$ cat config.mk
export PLATFORM = sky130hd
export DESIGN_NAME = factorial_decode_flat
export DESIGN_NICKNAME = d
export VERILOG_FILES = /design/src/rtl/factorial_decode_if.sv /design/src/rtl/factorial_decode.sv /design/src/flat_wrapper.sv
export SDC_FILE = /design/constraint.sdc
export NUM_CORES = 1
export LEC_CHECK = 0
export CAP_MARGIN = 40
export CORE_MARGIN = 2
export CORE_UTILIZATION = 25
export DETAILED_ROUTE_END_ITERATION = 12
export PLACE_DENSITY = 0.4
export SLEW_MARGIN = 20
export SYNTH_ARGS = -nofsm -noshare
export SYNTH_HDL_FRONTEND = slang
export SYNTH_SLANG_ARGS = --single-unit
$ cat constraint.sdc
create_clock -name clk -period 11.2 [get_ports clk]
set_input_delay 3.36 -clock clk [delete_from_list [all_inputs] [get_ports clk]]
set_output_delay 3.36 -clock clk [all_outputs]
set_load 0.01 [all_outputs]
$ cat src/rtl/factorial_decode_if.sv
// Handshake bundle for factorial_decode: input word channel and decoded result channel.
// out_sat exists only when FACT_DEC_SAT_EN is defined.
interface factorial_decode_if #(parameter int WIDTH = 32);
  logic             in_valid;
  logic             in_ready;
  logic [WIDTH-1:0] in_value;
  logic             out_valid;
  logic             out_ready;
  logic [3:0]       out_n;
  logic             out_exact;
`ifdef FACT_DEC_SAT_EN
  logic             out_sat;
`endif

  modport master (
    output in_valid, in_value, out_ready,
    input  in_ready, out_valid, out_n, out_exact
`ifdef FACT_DEC_SAT_EN
    , input out_sat
`endif
  );

  modport slave (
    input  in_valid, in_value, out_ready,
    output in_ready, out_valid, out_n, out_exact
`ifdef FACT_DEC_SAT_EN
    , output out_sat
`endif
  );
endinterface

$ cat src/rtl/factorial_decode.sv
// Iterative inverse factorial: finds the largest k<=MAX_N with f(k)<=value, f(0)=0, f(k)=k!.
// Optional out_sat flag (value > MAX_N!) compiled in with FACT_DEC_SAT_EN.
module factorial_decode #(
  parameter int WIDTH = 32,
  parameter int MAX_N = 12
) (
  input  logic            clk,
  input  logic            reset,
  factorial_decode_if.slave bus
);

  typedef enum logic [1:0] {IDLE, RUN, DONE} state_t;

  state_t           state;
  logic [WIDTH-1:0] v;
  logic [WIDTH-1:0] p;
  logic [3:0]       k;
  logic [3:0]       k1;
  logic [WIDTH+3:0] nxt;
  logic             last;

  // k+1 never exceeds 15 while nxt matters (k<MAX_N<=15), so WIDTH+4 bits hold the product.
  assign k1   = k + 4'd1;
  assign nxt  = {4'b0, p} * {{WIDTH{1'b0}}, k1};
  assign last = (k == 4'(MAX_N)) || (nxt > {4'b0, v});

  assign bus.in_ready = (state == IDLE);

`ifdef FACT_DEC_SAT_EN
  function automatic logic [WIDTH-1:0] fact(input int n);
    logic [WIDTH-1:0] r;
    if (n == 0) return '0;
    r = 1;
    for (int i = 2; i <= n; i++) r = r * WIDTH'(i);
    return r;
  endfunction

  localparam logic [WIDTH-1:0] FMAX = fact(MAX_N);
`endif

  always_ff @(posedge clk) begin
    if (!reset) begin
      state         <= IDLE;
      v             <= '0;
      p             <= '0;
      k             <= '0;
      bus.out_valid <= 1'b0;
      bus.out_n     <= '0;
      bus.out_exact <= 1'b0;
`ifdef FACT_DEC_SAT_EN
      bus.out_sat   <= 1'b0;
`endif
    end else begin
      case (state)
        IDLE: begin
          if (bus.in_valid) begin
            v     <= bus.in_value;
            p     <= WIDTH'(1);
            k     <= 4'd1;
            state <= RUN;
          end
        end
        RUN: begin
          if (v == '0) begin
            bus.out_n     <= 4'd0;
            bus.out_exact <= 1'b1;
            bus.out_valid <= 1'b1;
`ifdef FACT_DEC_SAT_EN
            bus.out_sat   <= 1'b0;
`endif
            state         <= DONE;
          end else if (last) begin
            bus.out_n     <= k;
            bus.out_exact <= (p == v);
            bus.out_valid <= 1'b1;
`ifdef FACT_DEC_SAT_EN
            bus.out_sat   <= (v > FMAX);
`endif
            state         <= DONE;
          end else begin
            p <= nxt[WIDTH-1:0];
            k <= k1;
          end
        end
        DONE: begin
          if (bus.out_ready) begin
            bus.out_valid <= 1'b0;
            state         <= IDLE;
          end
        end
        default: state <= IDLE;
      endcase
    end
  end

endmodule

$ cat src/flat_wrapper.sv
// flat-port wrapper written by rule: the top's interface ports become plain ports
module factorial_decode_flat 
#(
  parameter int WIDTH = 32,
  parameter int MAX_N = 12
)
  (clk, reset, bus_in_valid, bus_in_value, bus_out_ready, bus_in_ready, bus_out_valid, bus_out_n, bus_out_exact);
  factorial_decode_if #(.WIDTH(WIDTH)) bus_i ();
  input  logic clk;
  input  logic reset;
  input wire logic [$bits(bus_i.in_valid)-1:0] bus_in_valid;
  input wire logic [$bits(bus_i.in_value)-1:0] bus_in_value;
  input wire logic [$bits(bus_i.out_ready)-1:0] bus_out_ready;
  output wire logic [$bits(bus_i.in_ready)-1:0] bus_in_ready;
  output wire logic [$bits(bus_i.out_valid)-1:0] bus_out_valid;
  output wire logic [$bits(bus_i.out_n)-1:0] bus_out_n;
  output wire logic [$bits(bus_i.out_exact)-1:0] bus_out_exact;
  assign bus_i.in_valid = bus_in_valid;
  assign bus_i.in_value = bus_in_value;
  assign bus_i.out_ready = bus_out_ready;
  assign bus_in_ready = bus_i.in_ready;
  assign bus_out_valid = bus_i.out_valid;
  assign bus_out_n = bus_i.out_n;
  assign bus_out_exact = bus_i.out_exact;
  factorial_decode #(.WIDTH(WIDTH), .MAX_N(MAX_N)) u_core (.clk(clk), .reset(reset), .bus(bus_i));
endmodule
Word level (Yosys, flattened, before mapping)
Index checks and enable logic that the tools add are counted.
{ "op_classes": {"add_sub_neg": 1, "n_mul": 1, "div": 0, "n_lt_le_gt_ge": 1, "eq_ne": 9, "n_shift": 0, "muxes": 21, "bitwise_logic": 0, "n_reduce_logical": 11} }
{ "op_table": {"columns": ["operator", "n"], "rows": [
  ["32-bit two-way mux", 3],
  ["32-bit case mux with 2 select lines", 1],
  ["36-bit by 32-bit > comparator with 1-bit output", 1],
  ["32-bit by 4-bit multiplier with 36-bit output", 1],
  ["32-bit equality test", 1],
  ["32-bit logical NOT", 1],
  ["4-bit two-way mux", 5],
  ["2-bit two-way mux", 4],
  ["2-bit inequality test, second input constant", 4],
  ["4-bit case mux with 2 select lines", 1],
  ["2-bit case mux with 3 select lines", 1],
  ["3-bit AND reduction", 2],
  ["2-bit nonzero test", 3],
  ["1-bit two-way mux", 5],
  ["4-bit by 1-bit adder with 4-bit output, second input constant", 1],
  ["4-bit equality test, second input constant", 1],
  ["2-bit AND reduction", 2],
  ["4-bit AND reduction", 1],
  ["3-bit by 1-bit inequality test with 1-bit output, second input constant", 1],
  ["2-bit by 1-bit equality test with 1-bit output, second input constant", 1],
  ["2-bit equality test, second input constant", 1],
  ["2-bit logical NOT", 1],
  ["1-bit case mux with 2 select lines", 1],
  ["1-bit logical OR", 1]
]} }
{ "totals": {"register_bits": 76, "latch_bits": 0, "ramBits": 0, "romBits": 0, "elab_cells": 51, "mem_count": 0} }

Logic depth before layout (Yosys ltp)
Gate-level depths: netlist (run 1).
{ "depth": {"depth_word": 7, "depth_mapped": 30, "depth_no_buf": 26} }

Worst setup path after synthesis (run 1)
OpenSTA, ideal clock, no wires.
{ "synth_timing": {"kind": "reg2reg", "startpoint": "reg u_core.k[0]", "endpoint": "reg u_core.k[2]", "setup_ns": 0.131, "arrival_ns": 6.249, "setup_slack_ns": 4.820, "path_stages_with_launch": 29, "n_path_buf": 3, "synth_period_minus_slack_ns": 6.380, "cell_sequence": "dfxtp_1 -> clkinv_1 -> clkbuf_1 -> ha_1 -> clkbuf_1 -> and2_1 -> fa_1 -> inv_1 -> fa_1 -> inv_1 -> ha_1 -> a21o_1 -> a211oi_1 -> a21oi_1 -> nor2b_1 -> o21bai_1 -> a21oi_1 -> xor2_1 -> inv_1 -> ha_1 -> and2_0 -> a221o_1 -> a221oi_1 -> o21ai_0 -> a32oi_2 -> nand4_2 -> buf_2 -> o2111ai_1 -> o211ai_1"} }
{ "synth_via": {"elab_chain_len": 6, "word_cells_on_any_way": 10} }
{ "synth_rtl": {"columns": ["element", "line", "text"], "rows": [
  ["start: declaration", "factorial_decode.sv:17", "logic [3:0] k;"],
  ["start signal: assignment", "factorial_decode.sv:82", "k <= k1;"],
  ["4-bit by 1-bit adder with 4-bit output", "factorial_decode.sv:23", "assign k1 = k + 4'd1;"],
  ["32-bit by 4-bit multiplier with 36-bit output", "factorial_decode.sv:24", "assign nxt = {4'b0, p} * {{WIDTH{1'b0}}, k1};"],
  ["36-bit by 32-bit > comparator with 1-bit output", "factorial_decode.sv:25", "assign last = (k == 4'(MAX_N)) || (nxt > {4'b0, v});"],
  ["1-bit logical OR", "factorial_decode.sv:25", null],
  ["2-bit inequality test (no source line)", null, null],
  ["4-bit AND reduction (no source line)", null, null]
]} }
Several ways; a longest one is shown, not always the timed one. The select of a mux whose other input is x is not followed.
A chain may end at the register's enable or synchronous reset.

Final worst setup path (run 1)
{ "layout_timing": {"startpoint": "reg u_core.k[0]", "endpoint": "reg u_core.p[19]"} }
{ "layout_via": {"elab_chain_len": 6, "word_cells_on_any_way": 10} }
{ "layout_rtl": {"columns": ["element", "line", "text"], "rows": [
  ["4-bit by 1-bit adder with 4-bit output", "factorial_decode.sv:23", null],
  ["32-bit by 4-bit multiplier with 36-bit output", "factorial_decode.sv:24", null],
  ["36-bit by 32-bit > comparator with 1-bit output", "factorial_decode.sv:25", null],
  ["1-bit logical OR", "factorial_decode.sv:25", null],
  ["2-bit inequality test (no source line)", null, null],
  ["4-bit AND reduction (no source line)", null, null],
  ["end signal: assignment", "factorial_decode.sv:81", "p <= nxt[WIDTH-1:0];"],
  ["end: declaration", "factorial_decode.sv:16", "logic [WIDTH-1:0] p;"]
]} }
Several ways; a longest one is shown, not always the timed one. The select of a mux whose other input is x is not followed.

==> results of run 1 <==
[path summary, 6_finish.rpt]
path | start | end | slack [ps] | cells past startpoint
worst max-delay path | u_core.k[0] | u_core.p[19] | 2580 | 27
worst min-delay path | u_core.bus.out_n[1] | u_core.bus.out_n[1] | 480 | 2
worst max register to register | u_core.k[0] | u_core.p[19] | 2580 | 27
worst min register to register | u_core.bus.out_n[1] | u_core.bus.out_n[1] | 480 | 2
[power by group through the flow]
stage | Combinational [mW] | Sequential (mW) | Clock, mW
floorplan | 0.186 | 0.317 | 0
global placement | 0.296 | 0.333 | 0
detailed placement | 0.299 | 0.334 | 0
CTS | 0.301 | 0.328 | 0.319
global route | 0.330 | 0.332 | 0.326
finish | 0.296 | 0.328 | 0.310
[Yosys cell counts, types with 3 or more instances]
cell type / n / area (sq um)
nand2_1: 187 / 702
inv_1: 155 / 582
and2_1: 79 / 494
a21oi_1: 78 / 390
ha_1: 77 / 963
dfxtp_1: 76 / 1520
nand3_1: 70 / 350
fa_1: 60 / 1200
clkbuf_1: 47 / 176
xor2_1: 44 / 385
o211ai_1: 37 / 278
o21ai_0: 33 / 165
nor2_1: 25 / 93.8
nand4_1: 22 / 138
nor4_1: 20 / 125
xnor2_1: 18 / 158
a31oi_1: 12 / 75.1
nor2b_1: 12 / 75.1
a211oi_1: 9 / 67.6
nor3_1: 8 / 40.0
o2111ai_1: 7 / 61.3
a21o_1: 6 / 45.0
o211a_1: 6 / 60.1
and3_1: 5 / 31.3
and4_1: 5 / 43.8
buf_2: 5 / 25.0
o21bai_1: 5 / 37.5
a21boi_0: 4 / 30.0
a221oi_1: 4 / 35.0
o22ai_1: 4 / 25.0
o31ai_1: 4 / 30.0
a2111oi_0: 3 / 26.3
buf_4: 3 / 22.5
buf_6: 3 / 33.8
[worst max-delay path: stages (launching register included)]
cell,delay [ps]
dfxtp_1,660
clkinv_1,130
buf_4,270
ha_1,490
buf_4,290
and2_1,200
fa_1,480
inv_1,50
fa_1,530
inv_1,40
ha_1,370
a21oi_1,290
nand2_1,80
a2111oi_0,740
o311ai_1,260
buf_2,210
a21boi_0,310
o21bai_1,150
xor2_1,240
ha_1,290
nand2_1,70
o21ai_0,90
a211oi_1,220
o21ai_0,140
a31oi_1,260
nand4_2,510
o21ai_4,830
o211ai_1,210
[sequential cells by signal, summed over array words and instances (netlist names)]
signal and count:
u_core.state 2, u_core.bus.out_n 4, u_core.p 32, u_core.k 4, u_core.v 32, u_core.bus.out_valid 1, u_core.bus.out_exact 1
[stage by stage]
step                cells  cell area [sq um]
floorplan            1178               8910
global placement     1633               9780
detailed placement   1636               9820
CTS                  1652              10100
global route         1652              10100
finish               1652              10100
[logic make-up (layout without fill, tap and decap cells)]
logic type / count (synthesis) / after routing / synth area share [%]
simple gates: 448 / 448 / 24.9
flops: 76 / 76 / 17.1
fa+ha+maj: 137 / 137 / 24.3
buf+inv: 216 / 229 / 9.54
xor+xnor: 62 / 62 / 6.09
compound gates: 238 / 238 / 18.0
mux: 1 / 1 / 0.112
[final cells by class]
| cell class | count | area [sq um] | area share [%] |
|---|---|---|---|
| sequential | 76 | 1520 | 15.0 |
| inverter | 156 | 586 | 5.78 |
| clock buffer | 10 | 239 | 2.36 |
| clock inverter | 6 | 68.8 | 0.679 |
| timing repair buffer | 57 | 553 | 5.46 |
| multi-input combinational | 886 | 6590 | 65.0 |
| tap | 461 | 577 | 5.69 |
[routing by layer]
layer	vias to the layer above	global-route usage (%)	wire length, um
li1	4006	-	-
met1	3865	24.6	15500
met2	181	26.7	13400
met3	41	2.02	970
met4	0	5.81	936
met5	-	0	0
==> flow_summary.json, run 1 <==
{
  "irDropWorstVdd_mv": 0.0897,
  "cts.sinks": 76,
  "place_ws_ps": 2490,
  "whs_ps": 483,
  "cts_setup_buffers": 0,
  "insertedDiodeCount": 0,
  "grt_pass1_vias": 8343,
  "layout.cells.most_common": "nand2_1",
  "pin_count": 43,
  "power_frac_seq_pct": 35.1,
  "clock_skew_ps": 9.60,
  "drtPass1Iterations": 5,
  "async_flop_share_pct": 0,
  "place_congestion": 0.836,
  "drtAntennaViolNets": 0,
  "switching_share_pct": 38.9,
  "clk_pin_slew_ps": 70,
  "outcome": "finished, final reports clean",
  "netlist_instances": 1178,
  "arrival_ps": 8810,
  "finalCritPeriodShare_pct": 76.9,
  "grt_usage_pct": 17.2,
  "ys_seq_elements": 76,
  "p_leak_nw": 4.37,
  "grt_max_degree": 84,
  "power.internal_uw": 571,
  "power_uw": 934,
  "cp-start-kind": "flip-flop",
  "drt_wl_total_um": 30900,
  "vias": 8093,
  "holdCritPathClass": "flip-flop to flip-flop",
  "cts_tree": "done",
  "cp_max_fo": 27,
  "grt_pass1_wl_um": 48800,
  "cts_resized": 0,
  "fill_cells": 3834,
  "worst_pin_slew_ps": 881,
  "wl_per_cell_um": 18.7,
  "cp-end-kind": "flip-flop",
  "setup_ws_ps": 2580,
  "synth_warnings": 0,
  "viasPerCell": 4.90,
  "syn-num-nets": 1351,
  "htreeDepth": 3,
  "cts_buffers": 9,
  "area_growth_pct": 13.7,
  "p_switching_uw": 363,
  "required_ps": 11400,
  "place_hpwl_um": 24200,
  "tns_ps": 0,
  "chipHeight_um": 193,
  "final_hold_viol_count": 0,
  "pwr_density_cell_nw_per_um2": 92.2,
  "fin_util_pct": 28.7,
  "die_area_sq_um": 37200,
  "grt_overflow": 0,
  "drv_slew": 0,
  "fmax_mhz": 116,
  "start_util_pct": 25.2,
  "cts_hold_buf": 0,
  "port_buffers": 42,
  "ctsLongestPathBuffers": 2,
  "coreArea_sq_um": 35300,
  "setup_viol": 0,
  "yosysUniqueCellTypes": 68,
  "cts_root_buf": "clkbuf_16",
  "clockPowerShare_pct": 33.2,
  "drive_gt1_share_pct": 4.45,
  "syn_area_per_cell_sq_um": 7.57,
  "cap_violations": 0,
  "yosysSeqAreaShare_pct": 17.1,
  "rsz0062_at_grt": "false",
  "antenna_found_initial": 1,
  "post-route-min-period_ps": 8620,
  "first_iter_violations": 448,
  "clk-insertion-delay-late_ps": 350,
  "fin_nets": 1359,
  "drc": 0,
  "pwr-share-comb_pct": 31.7,
  "max_slew_margin_pct": 40.5,
  "die_width_um": 193,
  "rows": 69,
  "syn_area_sq_um": 8910,
  "final_cell_mix": "nand2_1 (187), inv_1 (155), and2_1 (79)",
  "ys.flop_type": "dfxtp_1",
  "crit_type": "flip-flop to flip-flop",
  "synth_edf_count": 0
}
(Power assumes the default switching activity.)
==> run 2, diff against run 1 <==
--- a/config.mk
+++ b/config.mk
@@ -9,7 +9,7 @@
 export CORE_MARGIN = 2
 export CORE_UTILIZATION = 25
 export DETAILED_ROUTE_END_ITERATION = 12
-export PLACE_DENSITY = 0.4
+export PLACE_DENSITY = 0.41
 export SLEW_MARGIN = 20
 export SYNTH_ARGS = -nofsm -noshare
 export SYNTH_HDL_FRONTEND = slang
==> constraint.sdc (replaced) <==
create_clock -name clk -period 7.9 [get_ports clk]
set_input_delay 2.37 -clock clk [delete_from_list [all_inputs] [get_ports clk]]
set_output_delay 2.37 -clock clk [all_outputs]
set_load 0.01 [all_outputs]
==> run 2 against run 1 <==
Compared with the run above:
- wire length down 3.0%
- sequential cell count unchanged
- count of clock-buffer cells in the layout rose by 4
- critical path type unchanged
- largest power group unchanged
==> flow_summary.json, run 2 (same netlist as run 1, synthesis figures left out) <==
{
  "wl_per_cell_um": 18.0,
  "start_util_pct": 25.2,
  "cts_buffers": 9,
  "slowest_stage": "fa_1",
  "cp_slowest_stage_delay_ps": 520,
  "path_buf_inv": 7,
  "cap_violations": 0,
  "cts_tree": "done",
  "ctsLongestPathBuffers": 2,
  "fmax_mhz": 136,
  "pwr_density_cell_nw_per_um2": 126,
  "drt_wl_total_um": 29900,
  "rows": 69,
  "post-route-min-period_ps": 7350,
  "use_met1_pct": 23.7,
  "cp-startpoint": "u_core.k[0]",
  "cp_max_fo": 24,
  "coreArea_sq_um": 35300,
  "die_area_sq_um": 37200,
  "grtUsageMet3_pct": 1.18,
  "clock_skew_ps": 12.6,
  "setup_viol": 0,
  "place_hpwl_um": 23800,
  "first_iter_violations": 462,
  "worst_pin_slew_ps": 815,
  "clk-insertion-delay-late_ps": 340,
  "cts.sinks": 76,
  "use_met2_pct": 26.1,
  "pin_count": 43,
  "grt_max_degree": 68,
  "required_ps": 8110,
  "place_congestion": 0.843,
  "htreeDepth": 3,
  "insertedDiodeCount": 0,
  "chipHeight_um": 193,
  "whs_ps": 483,
  "drc": 0,
  "drtAntennaViolNets": 0,
  "vias": 8147,
  "rr_worst_depth": 27,
  "tns_ps": 0,
  "die_width_um": 193,
  "drv_slew": 0,
  "port_buffers": 42,
  "crit_top_cell": "buf_4",
  "holdCritPathClass": "flip-flop to flip-flop",
  "arrival_ps": 7560,
  "grt_overflow": 0,
  "hold_depth": 2,
  "clk_pin_slew_ps": 70,
  "outcome": "finished, final reports clean",
  "drtPass1Iterations": 5,
  "layout.cells.most_common": "nand2_1",
  "irDropWorstVdd_mv": 0.112,
  "cp-start-kind": "flip-flop",
  "finalCritPeriodShare_pct": 93.0,
  "fin_nets": 1370,
  "busiest_layer": "met2",
  "largestRegisters": "u_core.p (32), u_core.v (32)",
  "antenna_found_initial": 0,
  "cts_root_buf": "clkbuf_16",
  "max_slew_margin_pct": 44.3,
  "final_hold_viol_count": 0,
  "timing.rr.start": "u_core.k[0]",
  "critical_path.top_delay_family": "adder cells",
  "cp-end-kind": "flip-flop",
  "grt_pass1_wl_um": 47300,
  "reg2reg_slack_ps": 550,
  "drive_gt1_share_pct": 5.07,
  "final_cell_mix": "nand2_1 (187), inv_1 (155), and2_1 (79)",
  "p_leak_nw": 4.40,
  "hp-start": "u_core.bus.out_n[1]",
  "cts_setup_buffers": 0,
  "area_growth_pct": 13.9,
  "crit_type": "flip-flop to flip-flop",
  "cp.depth": 27,
  "grt_usage_pct": 16.6,
  "grt_pass1_vias": 8294,
  "rsz0062_at_grt": "false",
  "viasPerCell": 4.90
}
run 2: cell count changes in the layout (fill, tap and decap cells not counted), sizes merged:
cell	delta
buf	+11
bufinv	-1
clkbuf	+4
clkinvlp	-1
inv	-2
run 2: layer usage:
metal  vias to the layer above  wire length (um)
li1                       4034                 -
met3                        30              1040
met5                         -                 0
met1                      3904             15000
met2                       179             12900
met4                         0               945
run 2: cell type report:
cell class	count	area [sq um]
tap	461	577
clock inverter	2	10.0
timing repair buffer	68	616
fill	3856	25200
sequential	76	1520
clock buffer	14	254
multi-input combinational	886	6590
inverter	156	586
run 2: through the flow:
| stage | setup WS [ps] | std cells | utilization [%] | power (mW) | instance area, sq um |
|---|---|---|---|---|---|
| 2_1_floorplan | 1520 | 1178 | - | 0.714 | 8910 |
| 3_3_place_gp | 555 | 1645 | 27.9 | 0.897 | 9860 |
| 3_5_place_dp | 528 | 1647 | 28.0 | 0.904 | 9880 |
| 4_1_cts | 486 | 1663 | 28.7 | 1.29 | 10100 |
| 5_1_grt | 15.9 | 1663 | 28.7 | 1.35 | 10100 |
| 6_report | 551 | 1663 | 28.7 | 1.28 | 10100 |
run 2: where the power goes:
group	switching (mW)	internal, mW	total (mW)
sequential	0.0445	0.414	0.459
clock	0.165	0.221	0.386
combinational	0.288	0.147	0.435
total	0.497	0.783	1.28
run 2: worst reg2reg max path: stages, from the launching register on:
cell and delay (ps):
dfxtp_1 470, clkinv_1 150, ha_1 500, buf_4 290, and2_1 180, fa_1 470, inv_1 50, fa_1 520
inv_1 40, ha_1 370, a21oi_1 260, nand2_1 70, a2111oi_0 410, buf_4 190, o311ai_1 100, buf_4 190
a21boi_0 310, o21bai_1 150, xor2_1 200, ha_1 320, nand4_1 150, nor4_1 330, nand2_1 90, a31oi_1 370
nand4_4 320, o21ai_4 220, buf_4 330, o211ai_1 160
run 2: path summary, 6_finish.rpt:
path / endpoint
hold reg to reg: u_core.bus.out_n[1]
hold / removal: u_core.bus.out_n[1]
setup / recovery: u_core.p[6]
setup reg to reg: u_core.p[6]
run 2: repair_timing:
| item | CTS | global route |
|---|---|---|
| hold buffers | 0 | 0 |
| setup endpoints to repair | 0 | 24 |
| hold endpoints to repair | 0 | 0 |
| gates resized for setup | 0 | 2 |
==> run 3, diff against run 2 <==
--- a/config.mk
+++ b/config.mk
@@ -7,9 +7,9 @@
 export LEC_CHECK = 0
 export CAP_MARGIN = 40
 export CORE_MARGIN = 2
-export CORE_UTILIZATION = 25
+export CORE_UTILIZATION = 30
 export DETAILED_ROUTE_END_ITERATION = 12
-export PLACE_DENSITY = 0.41
+export PLACE_DENSITY = 0.47
 export SLEW_MARGIN = 20
 export SYNTH_ARGS = -nofsm -noshare
 export SYNTH_HDL_FRONTEND = slang
==> run 3 against run 2 <==
Compared with the run above:
- cell count fell by 4.4%
- die area fell by 16%
- via count rose by 0.70%
- non-clock buffer count fell by 2
- core utilization rose by 5.6 points
- wire length fell by 5.5%
- clock skew fell by 0.95 ps
- global-route usage rose by 1.9 points
- setup slack got worse by 50 ps
==> flow_summary.json, run 3 (same netlist as run 1, synthesis figures left out) <==
{
  "required_ps": 8120,
  "pin_count": 43,
  "grt_pass1_vias": 7995,
  "rsz0062_at_grt": "false",
  "area_growth_pct": 13.6,
  "arrival_ps": 7620,
  "antenna_found_initial": 0,
  "cts.sinks": 76,
  "holdCritPathClass": "flip-flop to flip-flop",
  "grt_pass1_wl_um": 44800,
  "cts_setup_buffers": 0,
  "viasPerCell": 5.16,
  "drive_gt1_share_pct": 5.17,
  "p_leak_nw": 4.41,
  "start_util_pct": 30.2,
  "cp_slowest_stage_delay_ps": 550,
  "crit_top_cell": "inv_1",
  "vias": 8204,
  "grt_overflow": 0,
  "slowest_stage": "dfxtp_1",
  "final_hold_viol_count": 0,
  "insertedDiodeCount": 0,
  "htreeDepth": 3,
  "final_cell_mix": "nand2_1 (187), inv_1 (155), and2_1 (79)",
  "chipHeight_um": 176,
  "wl_per_cell_um": 17.8,
  "fin_nets": 1368,
  "port_buffers": 42,
  "die_area_sq_um": 31100,
  "drtPass1Iterations": 5,
  "drt_wl_total_um": 28300,
  "cts_buffers": 9,
  "fin_util_pct": 34.3,
  "drc": 0,
  "finalCritPeriodShare_pct": 93.7,
  "layout.cells.most_common": "nand2_1",
  "largestRegisters": "u_core.p (32), u_core.v (32)",
  "rows": 63,
  "cp-end-kind": "flip-flop",
  "clock_skew_ps": 11.6,
  "rr_worst_depth": 27,
  "cap_violations": 0,
  "worst_pin_slew_ps": 798,
  "drv_slew": 0,
  "clk_pin_slew_ps": 70,
  "setup_viol": 0,
  "max_slew_margin_pct": 45.4,
  "grt_max_degree": 73,
  "power_mw": 1.31,
  "place_congestion": 0.863,
  "cts_tree": "done",
  "grt_usage_pct": 18.5,
  "cts_hold_buf": 0,
  "pwr_density_cell_nw_per_um2": 129,
  "dpl.cell_count": 1574,
  "cts_root_buf": "clkbuf_16",
  "crit_type": "flip-flop to flip-flop",
  "clk-insertion-delay-late_ps": 350,
  "cp-start-kind": "flip-flop",
  "coreArea_sq_um": 29500,
  "die_width_um": 176,
  "drtAntennaViolNets": 0,
  "hold_depth": 2,
  "irDropWorstVdd_mv": 0.179,
  "ctsLongestPathBuffers": 2,
  "fmax_mhz": 135,
  "post-route-min-period_ps": 7400,
  "cp_max_fo": 16,
  "place_hpwl_um": 22400,
  "first_iter_violations": 463,
  "final_cells": 1590,
  "tns_ps": 0,
  "outcome": "finished, final reports clean"
}
-- run 3: layout make-up --
type,count,area [sq um]
clock buffer,12,256
fill,3253,19400
inverter,156,586
clock inverter,4,47.5
timing repair buffer,66,627
multi-input combinational,886,6600
sequential,76,1520
tap,390,488
-- run 3: final timing paths --
path              slack, ps                  end                 from
setup / recovery        500          u_core.p[7]          u_core.k[2]
hold / removal          480  u_core.bus.out_n[3]  u_core.bus.out_n[3]
setup reg to reg        500          u_core.p[7]          u_core.k[2]
hold reg to reg         480  u_core.bus.out_n[3]  u_core.bus.out_n[3]
-- run 3: where the power goes --
part / switching [mW] / leakage [nW] / total, mW / internal, mW
Combinational: 0.271 / 3.64 / 0.415 / 0.144
Sequential: 0.0474 / 0.618 / 0.462 / 0.415
Clock: 0.171 / 0.149 / 0.433 / 0.261
Total: 0.490 / 4.41 / 1.31 / 0.820
-- run 3: what timing repair did --
item / 4_1_cts / 5_1_grt
endpoints found under the hold margin: 0 / 0
endpoints found under the setup margin: 0 / 43
gates resized for setup: 0 / 3
-- run 3: stage by stage --
step / hold WS (ps) / setup slack, ps / instance area, sq um
after floorplan: 455 / 1520 / 8910
final: 480 / 501 / 10100
after CTS: 483 / 205 / 10100
after global routing: 496 / 33.8 / 10100
after global placement: 474 / 326 / 9740
after detailed placement: 463 / 271 / 9800
-- run 3: critical path, delay by kind of cell, from the launching register on --
kind                     cells  cell delay [ps]
buffers and inverters        5              610
AND/OR/NAND/NOR              5             1260
XOR/XNOR                     2              620
adder cells (fa/ha/maj)      4             1680
AO/OA/AOI/OAI               11             2520
flip-flops                   1              550
-- run 3: per-layer routing --
layer	vias up	global-route usage, %	routed length (um)
met5	-	0	0
met4	0	5.68	674
met3	39	1.61	1080
met2	208	29.3	12500
met1	3934	26.6	14000
li1	4023	-	-
